### src/rtl/lfsr_dr_pkg.sv
// Shared types and the golden XNOR-LFSR step for the dual-rail LFSR receiver.
package lfsr_dr_pkg;
  localparam int LFSR_W = 3;
  localparam logic [LFSR_W-1:0] LFSR_SEED = 3'b000;

  typedef enum logic [2:0] {
    IDLE   = 3'd0,
    REQ_HI = 3'd1,
    HOLD   = 3'd2,
    REQ_LO = 3'd3,
    ERROR  = 3'd4
  } state_e;

  // 111 is the lock state of the XNOR form and maps onto itself.
  function automatic logic [LFSR_W-1:0] lfsr_next(input logic [LFSR_W-1:0] v);
    return {v[1], v[0], ~(v[2] ^ v[1])};
  endfunction
endpackage

### src/rtl/dr_sync.sv
// N-bit multi-flop synchronizer with async reset, one shift chain per bit.
module dr_sync #(
  parameter int N      = 1,
  parameter int STAGES = 2
) (
  input  logic         clk,
  input  logic         rst,
  input  logic [N-1:0] d,
  output logic [N-1:0] q
);
  logic [STAGES-1:0][N-1:0] sr;

  always_ff @(posedge clk or posedge rst) begin
    if (rst) sr <= '0;
    else     sr <= {sr[STAGES-2:0], d};
  end

  assign q = sr[STAGES-1];
endmodule

### src/rtl/lfsr_dr_receiver.sv
// Clocked 4-phase dual-rail initiator for the async LFSR generator: captures
// each codeword, hands it downstream and checks it against the golden LFSR.
module lfsr_dr_receiver
  import lfsr_dr_pkg::*;
#(
  parameter int SYNC_STAGES = 2,
  parameter int TIMEOUT_CYC = 1024,
  parameter int CNT_W       = 16
) (
  input  logic             clk,
  input  logic             rst,
  input  logic             en,
  output logic             req,
  input  logic             ack,
  input  logic             a0,
  input  logic             a1,
  input  logic             b0,
  input  logic             b1,
  input  logic             c0,
  input  logic             c1,
  output logic             out_valid,
  input  logic             out_ready,
  output logic [2:0]       out_data,
  output logic             out_mismatch,
  output logic             err_rail,
  output logic             err_timeout,
  input  logic             err_clr,
  output logic [CNT_W-1:0] word_count
);
  localparam int TW = $clog2(TIMEOUT_CYC + 1);
  localparam logic [TW-1:0] TMAX = TW'(TIMEOUT_CYC - 1);

  logic [6:0] s;
  logic s_ack, sa0, sa1, sb0, sb1, sc0, sc1;
  logic legal, any11, any00, complete, nul;
  logic [LFSR_W-1:0] value, expected;
  logic [TW-1:0] tcnt;
  state_e state;

  dr_sync #(.N(7), .STAGES(SYNC_STAGES)) u_sync (
    .clk (clk),
    .rst (rst),
    .d   ({ack, a0, a1, b0, b1, c0, c1}),
    .q   (s)
  );

  assign {s_ack, sa0, sa1, sb0, sb1, sc0, sc1} = s;

  assign legal    = (sa0 ^ sa1) & (sb0 ^ sb1) & (sc0 ^ sc1);
  assign any11    = (sa0 & sa1) | (sb0 & sb1) | (sc0 & sc1);
  assign any00    = ~(sa0 | sa1) | ~(sb0 | sb1) | ~(sc0 | sc1);
  assign complete = s_ack & legal;
  assign nul      = ~s_ack & ~(|s[5:0]);
  assign value    = {sa1, sb1, sc1};

  always_ff @(posedge clk or posedge rst) begin
    if (rst) begin
      state        <= IDLE;
      req          <= 1'b0;
      out_valid    <= 1'b0;
      out_data     <= '0;
      out_mismatch <= 1'b0;
      err_rail     <= 1'b0;
      err_timeout  <= 1'b0;
      word_count   <= '0;
      expected     <= LFSR_SEED;
      tcnt         <= '0;
    end else begin
      // Clearing first lets an error raised this same cycle still stick.
      if (err_clr) begin
        err_rail    <= 1'b0;
        err_timeout <= 1'b0;
      end
      case (state)
        IDLE: begin
          if (en) begin
            state <= REQ_HI;
            req   <= 1'b1;
            tcnt  <= '0;
          end
        end
        REQ_HI: begin
          if (any11 || (s_ack && any00)) begin
            state    <= ERROR;
            err_rail <= 1'b1;
            req      <= 1'b0;
          end else if (complete) begin
            state        <= HOLD;
            out_data     <= value;
            out_mismatch <= (value != expected);
            out_valid    <= 1'b1;
          end else if (tcnt == TMAX) begin
            state       <= ERROR;
            err_timeout <= 1'b1;
            req         <= 1'b0;
          end else begin
            tcnt <= tcnt + 1'b1;
          end
        end
        HOLD: begin
          // req stays high so the generator holds its codeword under backpressure.
          if (out_ready) begin
            state      <= REQ_LO;
            out_valid  <= 1'b0;
            expected   <= lfsr_next(out_data);
            word_count <= word_count + CNT_W'(1);
            req        <= 1'b0;
            tcnt       <= '0;
          end
        end
        REQ_LO: begin
          if (any11) begin
            state    <= ERROR;
            err_rail <= 1'b1;
          end else if (nul) begin
            if (en) begin
              state <= REQ_HI;
              req   <= 1'b1;
              tcnt  <= '0;
            end else begin
              state <= IDLE;
            end
          end else if (tcnt == TMAX) begin
            state       <= ERROR;
            err_timeout <= 1'b1;
          end else begin
            tcnt <= tcnt + 1'b1;
          end
        end
        ERROR: begin
          req       <= 1'b0;
          out_valid <= 1'b0;
          if (err_clr && nul) state <= IDLE;
        end
        default: begin
          state     <= IDLE;
          req       <= 1'b0;
          out_valid <= 1'b0;
        end
      endcase
    end
  end
endmodule

### config.mk
export PLATFORM = sky130hd
export DESIGN_NAME = lfsr_dr_receiver
export DESIGN_NICKNAME = d
export VERILOG_FILES = /design/src/rtl/lfsr_dr_pkg.sv /design/src/rtl/dr_sync.sv /design/src/rtl/lfsr_dr_receiver.sv
export SDC_FILE = /design/constraint.sdc
export NUM_CORES = 1
export LEC_CHECK = 0
export CAP_MARGIN = 20
export CORE_ASPECT_RATIO = 0.9
export CORE_MARGIN = 2
export CORE_UTILIZATION = 30
export DETAILED_ROUTE_END_ITERATION = 10
export SYNTH_ARGS = -nofsm -noshare
export SYNTH_HDL_FRONTEND = slang
export SYNTH_SLANG_ARGS = --single-unit
### constraint.sdc
create_clock -name clk -period 4.65 [get_ports clk]
set_input_delay 0.93 -clock clk [delete_from_list [all_inputs] [get_ports clk]]
set_output_delay 0.93 -clock clk [all_outputs]
set_load 0.05 [all_outputs]
==> metrics, run 1 <==
Setup violations, final=0; dpl cells=390; initial antenna violation count=0; cell taking the most area after synthesis=dfrtp_1; DRT iter0 DRCs=99; post-CTS setup buffer count=0; largest net degree at the start of global routing=34; synthesized area per cell=10.8 sq um; Initial Util=30.7%; Longest Clk Path Bufs=2; Final ANT Viol Nets=0; area delta synth->final=20.7%; # fillers=849; Worst Path Required=4.88 ns; Mapped Nets=263; gr usage total=12.0%; global-route wire length before repair=9000 microns; Mapped Area=2620 sq um; Yosys Warn Count=0; critical path endpoint category=register; startpoint types=register; final-report hold violation count=0; P_leak=1.35 nW; Seq/Total Area, Yosys=52.6%; Least-Margin Pin Slew=0.910 ns; CTS tree=done; die height=92.6 microns; Non-Filler Instances=398; critical path's largest stage delay=0.74 ns; Routed WL per cell=13.3 microns; PostCTS Resize Cnt=0; fin crit period=2.76 ns; Rows=32; share of the synthesized area in the top cell type=52.6%; RSZ-0062 raised after global routing=false; H-tree depth=2; Seq cells post-synth=55; maxcap violations=0; Arr. time, crit path=2.99 ns; Tcrit/Tclk final=59.3%; Synth Flop Type=dfrtp_1; IO Pins=36; gr ovfl total=0; number of global-route vias before repair=1828; layout cells sized above 1=6.81%; CORE AREA=8530 sq um; max frequency=363 MHz; number of enable flip-flop cells after synthesis=0; CTS clk-pin slew, worst paths=0.10 ns; hold_buf cts=0; gp weighted congestion=0.793; setup_tns=0 ns; Antenna Cells=0; top cells by area, synth=dfrtp_1 53%, xnor2_1 4.0%, ha_1 3.8%; PD cells=365 nW/um^2; Worst-Skew Late Latency=0.30 ns; Final nets=298; Setup Skew=0.00488 ns; total chip power=1.15 mW; Cells after Synth=243; cts bufs inserted=5; Critical Path, Cell by Cell=inv_1 -> ha_1 -> o31ai_1 -> a22oi_1 -> nor2_1 -> o21ai_0 -> a21oi_1; async set or reset register ratio after synthesis=100%; Netlist cell types=51; crit path kind=reg -> reg; type of the worst min-delay path=reg -> reg; Fin Hold WS=0.357 ns; clk sinks=55; final wirelength=5290 microns; Die Wd=102 microns; Max transition margin=39.1%; DP HPWL=3860 microns; via count=1911; Die ar.=9480 sq um; DR pass1 iterations=4; CTS Root Cell=clkbuf_8; run status=completed; CP max-delay cell=nor2_1; pins over their slew limit=0; Worst Path Max Fanout=14; Via density=4.80; IO Port Bufs=35; maximum VDD drop=0.000134 V; Post-route DRC=0
[layout make-up]
type	count	area (sq um)	area share, %
tap	119	149	4.72
timing repair buffer	36	358	11.3
clock buffer	6	72.6	2.30
sequential	55	1380	43.6
clock inverter	2	16.3	0.515
inverter	16	60.1	1.90
multi-input combinational	164	1120	35.6
[where the power goes]
| group | leakage (nW) | switching, mW | total, mW | internal (mW) |
|---|---|---|---|---|
| registers | 0.728 | 0.0578 | 0.584 | 0.526 |
| clock network | 0.0418 | 0.157 | 0.265 | 0.109 |
| logic | 0.577 | 0.178 | 0.303 | 0.125 |
| total | 1.35 | 0.392 | 1.15 | 0.760 |
[flip-flops by register name, summed over array words and instances, names as in the netlist]
| name | flops |
|---|---|
| u_sync.sr | 7 |
| expected | 3 |
| tcnt | 11 |
| word_count | 16 |
| err_timeout | 1 |
| out_data | 3 |
| out_mismatch | 1 |
| err_rail | 1 |
| u_sync.q | 7 |
| req | 1 |
| out_valid | 1 |
| state | 3 |
[cells by family after synthesis]
group	share of synthesized area, %
mux	2.11
buf+inv	4.35
fa+ha+maj	3.83
simple gates	15.2
compound gates	15.2
xor+xnor	6.70
flops	52.6
[Yosys cell counts, types with 2 or more instances]
cell type,n
xnor2_1,12
ha_1,8
a31oi_1,4
dfrtp_1,55
nand2b_1,2
nor3_1,7
xor2_1,8
a41oi_1,2
buf_2,3
o21a_1,2
o31ai_1,3
and4_1,2
nand4_1,10
inv_1,16
o21ai_0,18
and3_1,4
a21boi_0,3
buf_6,2
o211a_1,2
a21oi_1,10
nand3_1,8
a311o_1,2
or3_1,2
mux2_2,4
o2bb2ai_1,2
nand2_1,14
nor2_1,14
[worst max-delay path, delay by kind of cell (launching register included)]
| kind | cells | cell delay (ns) |
|---|---|---|
| AO/OA/AOI/OAI | 4 | 1.22 |
| buffers and inverters | 1 | 0.08 |
| AND/OR/NAND/NOR | 1 | 0.74 |
| flip-flops | 1 | 0.40 |
| adder cells (fa/ha/maj) | 1 | 0.23 |
[per-layer routing]
metal | vias up | part of all wire (%) | GRT usage, %
li1 | 940 | - | -
met1 | 927 | 49 | 16.9
met2 | 42 | 45 | 18.1
met3 | 2 | 4.7 | 3.09
met4 | 0 | 0.91 | 3.67
met5 | - | 0 | 0
[placed cells by master (no fill, tap or decap), types with 3 or more instances in the layout]
cell type and n:
o21ai_0 18, a21boi_0 3, clkdlybuf4s50_1 35, a31oi_1 4, nand3_1 8, clkbuf_8 5, o31ai_1 3, inv_1 15
a21oi_1 10, mux2_2 4, dfrtp_1 55, nor2_1 14, nand4_1 10, nor3_1 7, xnor2_1 12, ha_1 8
nand2_1 14, xor2_1 8, and3_1 4
[metrics by stage]
| step | utilization (%) | area (sq um) | setup WS [ns] |
|---|---|---|---|
| after floorplan | - | 2620 | 2.38 |
| after global placement | 36.0 | 3070 | 1.88 |
| after detailed placement | 36.0 | 3070 | 1.88 |
| after CTS | 37.0 | 3160 | 1.95 |
| after global routing | 37.0 | 3160 | 1.65 |
| final | 37.0 | 3160 | 1.89 |
[final timing paths]
check	from	endpoint	slack (ns)	cells past startpoint
min reg2reg	u_sync.sr[0]	u_sync.q[0]	0.36	0
min	u_sync.sr[0]	u_sync.q[0]	0.36	0
max reg2reg	u_sync.q[0]	tcnt[2]	1.89	7
max	u_sync.q[0]	tcnt[2]	1.89	7
min in group asynchronous	rst	u_sync.sr[1]	0.96	2
max in group asynchronous	rst	word_count[1]	2.89	3
Power figures use the tool's default switching activity.
==> inputs of run 2 (changes only) <==
- clock period: 4.65 -> 2.8 ns (I/O delays scaled with it)
==> run 2 against run 1 <==
Net effect: clock skew is 0.0069 ns higher; clock power is 75% higher; die area stayed put; worst setup slack worse by 1.3 ns; routed wire length is 0.64% lower; register-to-register slack worse by 1.3 ns; clock-buffer cell count is 1 lower; via count is 0.42% lower; critical path type unchanged; largest power group unchanged.
==> metrics, run 2 (synthesized netlist as in run 1, its figures left out) <==
via count=1903 (-0.42%); Final nets=302 (+1.3%); dpl cell area=3100 sq um (+0.98%); PD cells=612 nW/um^2 (+68%); Worst Path Required=3.00 ns (-1.88 ns); final wirelength=5250 microns (-0.64%); IO Port Bufs=35 (unchanged); gr usage total=12.0% (about the same); type of the worst min-delay path=reg -> reg; max frequency=445 MHz (+23%); Least-Margin Pin Slew=0.690 ns (-0.220 ns); worst slack, placed=0.575 ns (-1.30 ns); largest net degree at the start of global routing=56 (+65%); PostCTS Resize Cnt=0 (unchanged); Tcrit/Tclk final=80.2% (+21 points); initial antenna violation count=0 (unchanged); Logic pwr share=26.6% (+0.3 points); DRT iter0 DRCs=118 (+19%); Setup violations, final=0 (unchanged); total chip power=1.95 mW (+69%); number of global-route vias before repair=1860 (+1.8%); Longest Clk Path Bufs=2 (unchanged); Arr. time, crit path=2.44 ns (-0.55 ns); # fillers=829 (-2.4%); DP HPWL=3800 microns (-1.5%); Initial Util=30.7% (unchanged); global-route wire length before repair=8980 microns (-0.31%); H-tree depth=2 (unchanged); fin crit period=2.25 ns (-0.513 ns); Top reg by flops=word_count; die height=92.6 microns (unchanged); Die ar.=9480 sq um (unchanged); Switch Pwr=677 uW (+73%); CP Launch Point=u_sync.q[2]; crit path kind=reg -> reg; RR Endpoint=tcnt[1]; R2R cell count=7 (unchanged); post-CTS setup buffer count=0 (unchanged); cts bufs inserted=5 (unchanged); Final ANT Viol Nets=0 (unchanged); Critical Path End=tcnt[1]; Power Internal=1.28 mW (+68%); maxcap violations=0 (unchanged); most common cell after layout, fill and taps aside=dfrtp_1; sw frac=34.7% (+0.62 points); clk sinks=55 (unchanged); Antenna Cells=0 (unchanged); FF-to-FF Start=u_sync.q[2]; Post-route DRC=0 (unchanged); area delta synth->final=22.1%; CTS Root Cell=clkbuf_8; max FFs per register=16 (unchanged); CORE AREA=8530 sq um (unchanged); Largest regs=word_count (16), tcnt (11); IO Pins=36 (unchanged); Clk pwr share=23.7% (+0.7 points); Max transition margin=54.0% (+15 points); hold_buf cts=0 (unchanged); layout cells sized above 1=8.48% (+1.7 points); Worst-Skew Late Latency=0.31 ns (about the same); startpoint types=register; commonest non-fill, non-tap cells in the layout=55 x dfrtp_1, 35 x clkdlybuf4s50_1, 18 x o21ai_0; maximum VDD drop=0.000236 V (+76%); setup_tns=0 ns (unchanged); Setup WS post-layout=0.554 ns (-1.34 ns); Worst Path Max Fanout=4 (-10); pins over their slew limit=0 (unchanged); DR pass1 iterations=4 (unchanged); Rows=32 (unchanged); sequential share of power=49.7% (-1.0 points); gp weighted congestion=0.815 (+2.8%); Routed WL per cell=13.1 microns (-1.6%); Reg2Reg Setup Slack=0.55 ns (-1.34 ns); Final Cell Area=3190 sq um (+1.1%); Setup Skew=0.0118 ns (+0.00687 ns); Die Wd=102 microns (unchanged); fin util=37.4% (+0.41 points); CTS tree=done; CTS clk-pin slew, worst paths=0.11 ns (about the same); P_leak=1.37 nW (+1.8%); gr ovfl total=0 (unchanged); run status=completed; RSZ-0062 raised after global routing=false; final-report hold violation count=0 (unchanged); Via density=4.73 (-1.4%); critical path endpoint category=register
==> run 2: cell count changes in the layout (fill, tap and decap cells not counted) <==
cell | before | now
buf_4 | 1 | 5
clkbuf_1 | 1 | 0
inv_6 | 1 | 2
==> run 2: worst min path at each step <==
| stage | from | endpoint | cells after the start |
|---|---|---|---|
| after floorplan | u_sync.sr[0] | u_sync.q[0] | 0 |
| after global placement | u_sync.sr[2] | u_sync.q[2] | 0 |
| after detailed placement | u_sync.sr[0] | u_sync.q[0] | 0 |
| final | u_sync.sr[4] | u_sync.q[4] | 0 |
| after global routing | u_sync.sr[2] | u_sync.q[2] | 0 |
| after CTS | u_sync.sr[4] | u_sync.q[4] | 0 |
==> run 2: final cells by class <==
class	instances	area (sq um)	share of cell area, %
clock buffer	5	68.8	2.16
clock inverter	3	25.0	0.784
inverter	16	60.1	1.88
multi-input combinational	164	1120	35.2
sequential	55	1380	43.1
tap	119	149	4.66
timing repair buffer	40	388	12.2
==> run 2: metal layers <==
layer	share of wire (%)	GRT usage, %	vias up
li1	-	-	949
met1	52	17.8	919
met2	44	17.5	29
met3	2.5	2.26	6
met4	1.6	4.22	0
met5	0	0	-
==> run 2: power groups by stage <==
stage / sequential (mW) / clock [mW] / combinational (mW)
floorplan: 1.06 / 0 / 0.298
finish: 0.970 / 0.463 / 0.520
detailed placement: 0.982 / 0 / 0.522
CTS: 0.968 / 0.485 / 0.523
global placement: 0.986 / 0 / 0.518
global route: 0.985 / 0.518 / 0.565
==> run 2: critical path: stages (launching register included) <==
cell and delay (ns):
dfrtp_1 0.40, inv_1 0.07, ha_1 0.23, o31ai_1 0.50, a22oi_1 0.22, nor3_1 0.40, o21a_1 0.22, o2bb2ai_1 0.08
==> run 2: through the flow <==
step | std cells | hold WS, ns
final | 402 | 0.349
after global routing | 402 | 0.367
after CTS | 402 | 0.351
after detailed placement | 394 | 0.335
after global placement | 394 | 0.334
after floorplan | 243 | 0.331
==> inputs of run 3 (changes only) <==
- clock period: 2.8 -> 2 ns (I/O delays scaled with it)
==> run 3 against run 2 <==
Net effect: clock-buffer cell count is the same; die area unchanged; via count up 8.3%; critical path depth unchanged; combinational power grew 81%; utilization up 4.1 points; maximum frequency grew 12%; first-iteration DRC count decreased by 31%; power rose by 49%; non-clock buffer count up 29; register-to-register slack lost 0.55 ns; critical path type unchanged.
==> metrics, run 3 (synthesized netlist as in run 1, its figures left out) <==
Worst Path Max Fanout=3 (-1); family with the most delay on the worst path=simple AND/OR/NAND/NOR gates; Die ar.=9480 sq um (unchanged); RSZ-0062 raised after global routing=true; final-report hold violation count=0 (unchanged); Power Internal=1.91 mW (+49%); Hold Path Origin=u_sync.sr[1]; maximum VDD drop=0.000344 V (+46%); pins over their slew limit=0 (unchanged); number of global-route vias before repair=2012 (+8.2%); Post-route DRC=0 (unchanged); end of the worst hold path=u_sync.q[1]; Final nets=331 (+9.6%); FF-to-FF Start=u_sync.q[2]; crit path kind=reg -> reg; Final Cell Area=3540 sq um (+11%); commonest non-fill, non-tap cells in the layout=55 x dfrtp_1, 36 x buf_4, 19 x clkdlybuf4s50_1; critical path's largest stage delay=0.45 ns (-0.05 ns); fin crit period=2.00 ns (-0.249 ns); Longest Clk Path Bufs=2 (unchanged); Initial Util=30.7% (unchanged); Final ANT Viol Nets=0 (unchanged); # fillers=823 (-0.72%); Tcrit/Tclk final=99.8% (+20 points); IO Port Bufs=35 (unchanged); H-tree depth=2 (unchanged); Setup Skew=0.0179 ns (+0.00612 ns); Largest regs=word_count (16), tcnt (11); IO Pins=36 (unchanged); DP HPWL=4090 microns (+7.5%); cts bufs inserted=5 (unchanged); gr usage total=12.7% (+0.69 points); CP max-delay cell=or4_4; WHS Path Cells=0 (unchanged); dpl cell area=3260 sq um (+5.4%); Reg2Reg Setup Slack=0.004 ns (-0.55 ns); max frequency=501 MHz (+12%); Die Wd=102 microns (unchanged); most common cell after layout, fill and taps aside=dfrtp_1; startpoint types=register; Via density=4.78 (+0.97%); clk sinks=55 (unchanged); largest net degree at the start of global routing=56 (unchanged); Worst Path Required=2.21 ns (-0.79 ns); Rows=32 (unchanged); sw frac=34.5% (-0.16 points); area delta synth->final=35.6%; max FFs per register=16 (unchanged); die height=92.6 microns (unchanged); global-route wire length before repair=9540 microns (+6.3%); critical path depth=7 (unchanged); Critical Path, Cell by Cell=buf_4 -> ha_2 -> or3_4 -> or4_4 -> o211a_1 -> a21oi_1 -> nor2_1; total chip power=2.91 mW (+49%); via count=2060 (+8.3%); gr ovfl total=0 (unchanged); final wirelength=5810 microns (+11%); Worst-Skew Late Latency=0.32 ns (about the same); fin util=41.6% (+4.1 points); CTS tree=done; P_leak=1.68 nW (+23%); layout cells sized above 1=25.0% (+17 points); initial antenna violation count=0 (unchanged); Antenna Cells=0 (unchanged); Bufs and invs on worst path=1 (unchanged); Setup WS post-layout=0.00385 ns (-0.551 ns); gp weighted congestion=0.852 (+4.5%); sequential share of power=45.6% (-4.1 points); Arr. time, crit path=2.21 ns (-0.23 ns); Switch Pwr=1.01 mW (+48%); Least-Margin Pin Slew=0.500 ns (-0.190 ns); RR Endpoint=req; critical path endpoint category=register; CORE AREA=8530 sq um (unchanged); run status=completed; CP Launch Point=u_sync.q[2]; PD cells=821 nW/um^2 (+34%); Fin Hold WS=0.356 ns (+0.00684 ns); Routed WL per cell=13.5 microns (+3.1%); worst slack, placed=-0.0338 ns (-0.609 ns); Clk pwr share=22.1% (-1.6 points); Setup violations, final=0 (unchanged); maxcap violations=0 (unchanged); hold_buf cts=0 (unchanged); CTS clk-pin slew, worst paths=0.10 ns (about the same); DRT iter0 DRCs=82 (-31%); DR pass1 iterations=4 (unchanged); Top reg by flops=word_count; CTS Root Cell=clkbuf_8; type of the worst min-delay path=reg -> reg; Logic pwr share=32.4% (+5.8 points); Max transition margin=66.6% (+13 points); R2R cell count=7 (unchanged)
[run 3: area by class of cell]
| cell class | instances | area [sq um] | area share (%) |
|---|---|---|---|
| Multi-Input combinational cell | 164 | 1240 | 35.1 |
| Inverter | 16 | 60.1 | 1.69 |
| Timing Repair Buffer | 69 | 624 | 17.6 |
| Clock buffer | 5 | 68.8 | 1.94 |
| Clock inverter | 3 | 23.8 | 0.671 |
| Tap cell | 119 | 149 | 4.20 |
| Sequential cell | 55 | 1380 | 38.8 |
[run 3: metrics by stage]
step	TNS, ns	instances
floorplan	0	243
global placement	-0.0222	413
detailed placement	-0.154	413
CTS	0	422
global route	-0.377	431
finish	0	431
[run 3: worst max-delay path by stage]
stage | slack (ns) | endpoint
floorplan | 0.01 | req
global placement | -0.01 | tcnt[0]
detailed placement | -0.03 | word_count[14]
CTS | 0.004 | word_count[1]
global route | -0.08 | req
finish | 0.004 | req
[run 3: what timing repair did]
action | CTS | global route
cloned | 0 | 1
hold endpoints to repair | 0 | 0
gates resized for setup | 7 | 32
buffers inserted | 1 | 8
pin swaps | 0 | 5
endpoints found under the setup margin | 10 | 22
[run 3: routing by layer]
layer | part of all wire, % | GRT usage, % | vias to the layer above | wire length [microns]
li1 | - | - | 1011 | -
met1 | 52 | 18.3 | 1008 | 3010
met2 | 44 | 19.2 | 34 | 2560
met3 | 2.7 | 2.19 | 7 | 157
met4 | 1.4 | 4.44 | 0 | 79
met5 | 0 | 0 | - | 0
[run 3: power by group through the flow]
stage	combinational, mW	clock [mW]	sequential [mW]
2_1_floorplan	0.438	0	1.48
3_3_place_gp	0.867	0	1.35
3_5_place_dp	0.883	0	1.35
4_1_cts	0.891	0.672	1.32
5_1_grt	1.02	0.706	1.35
6_report	0.942	0.642	1.33
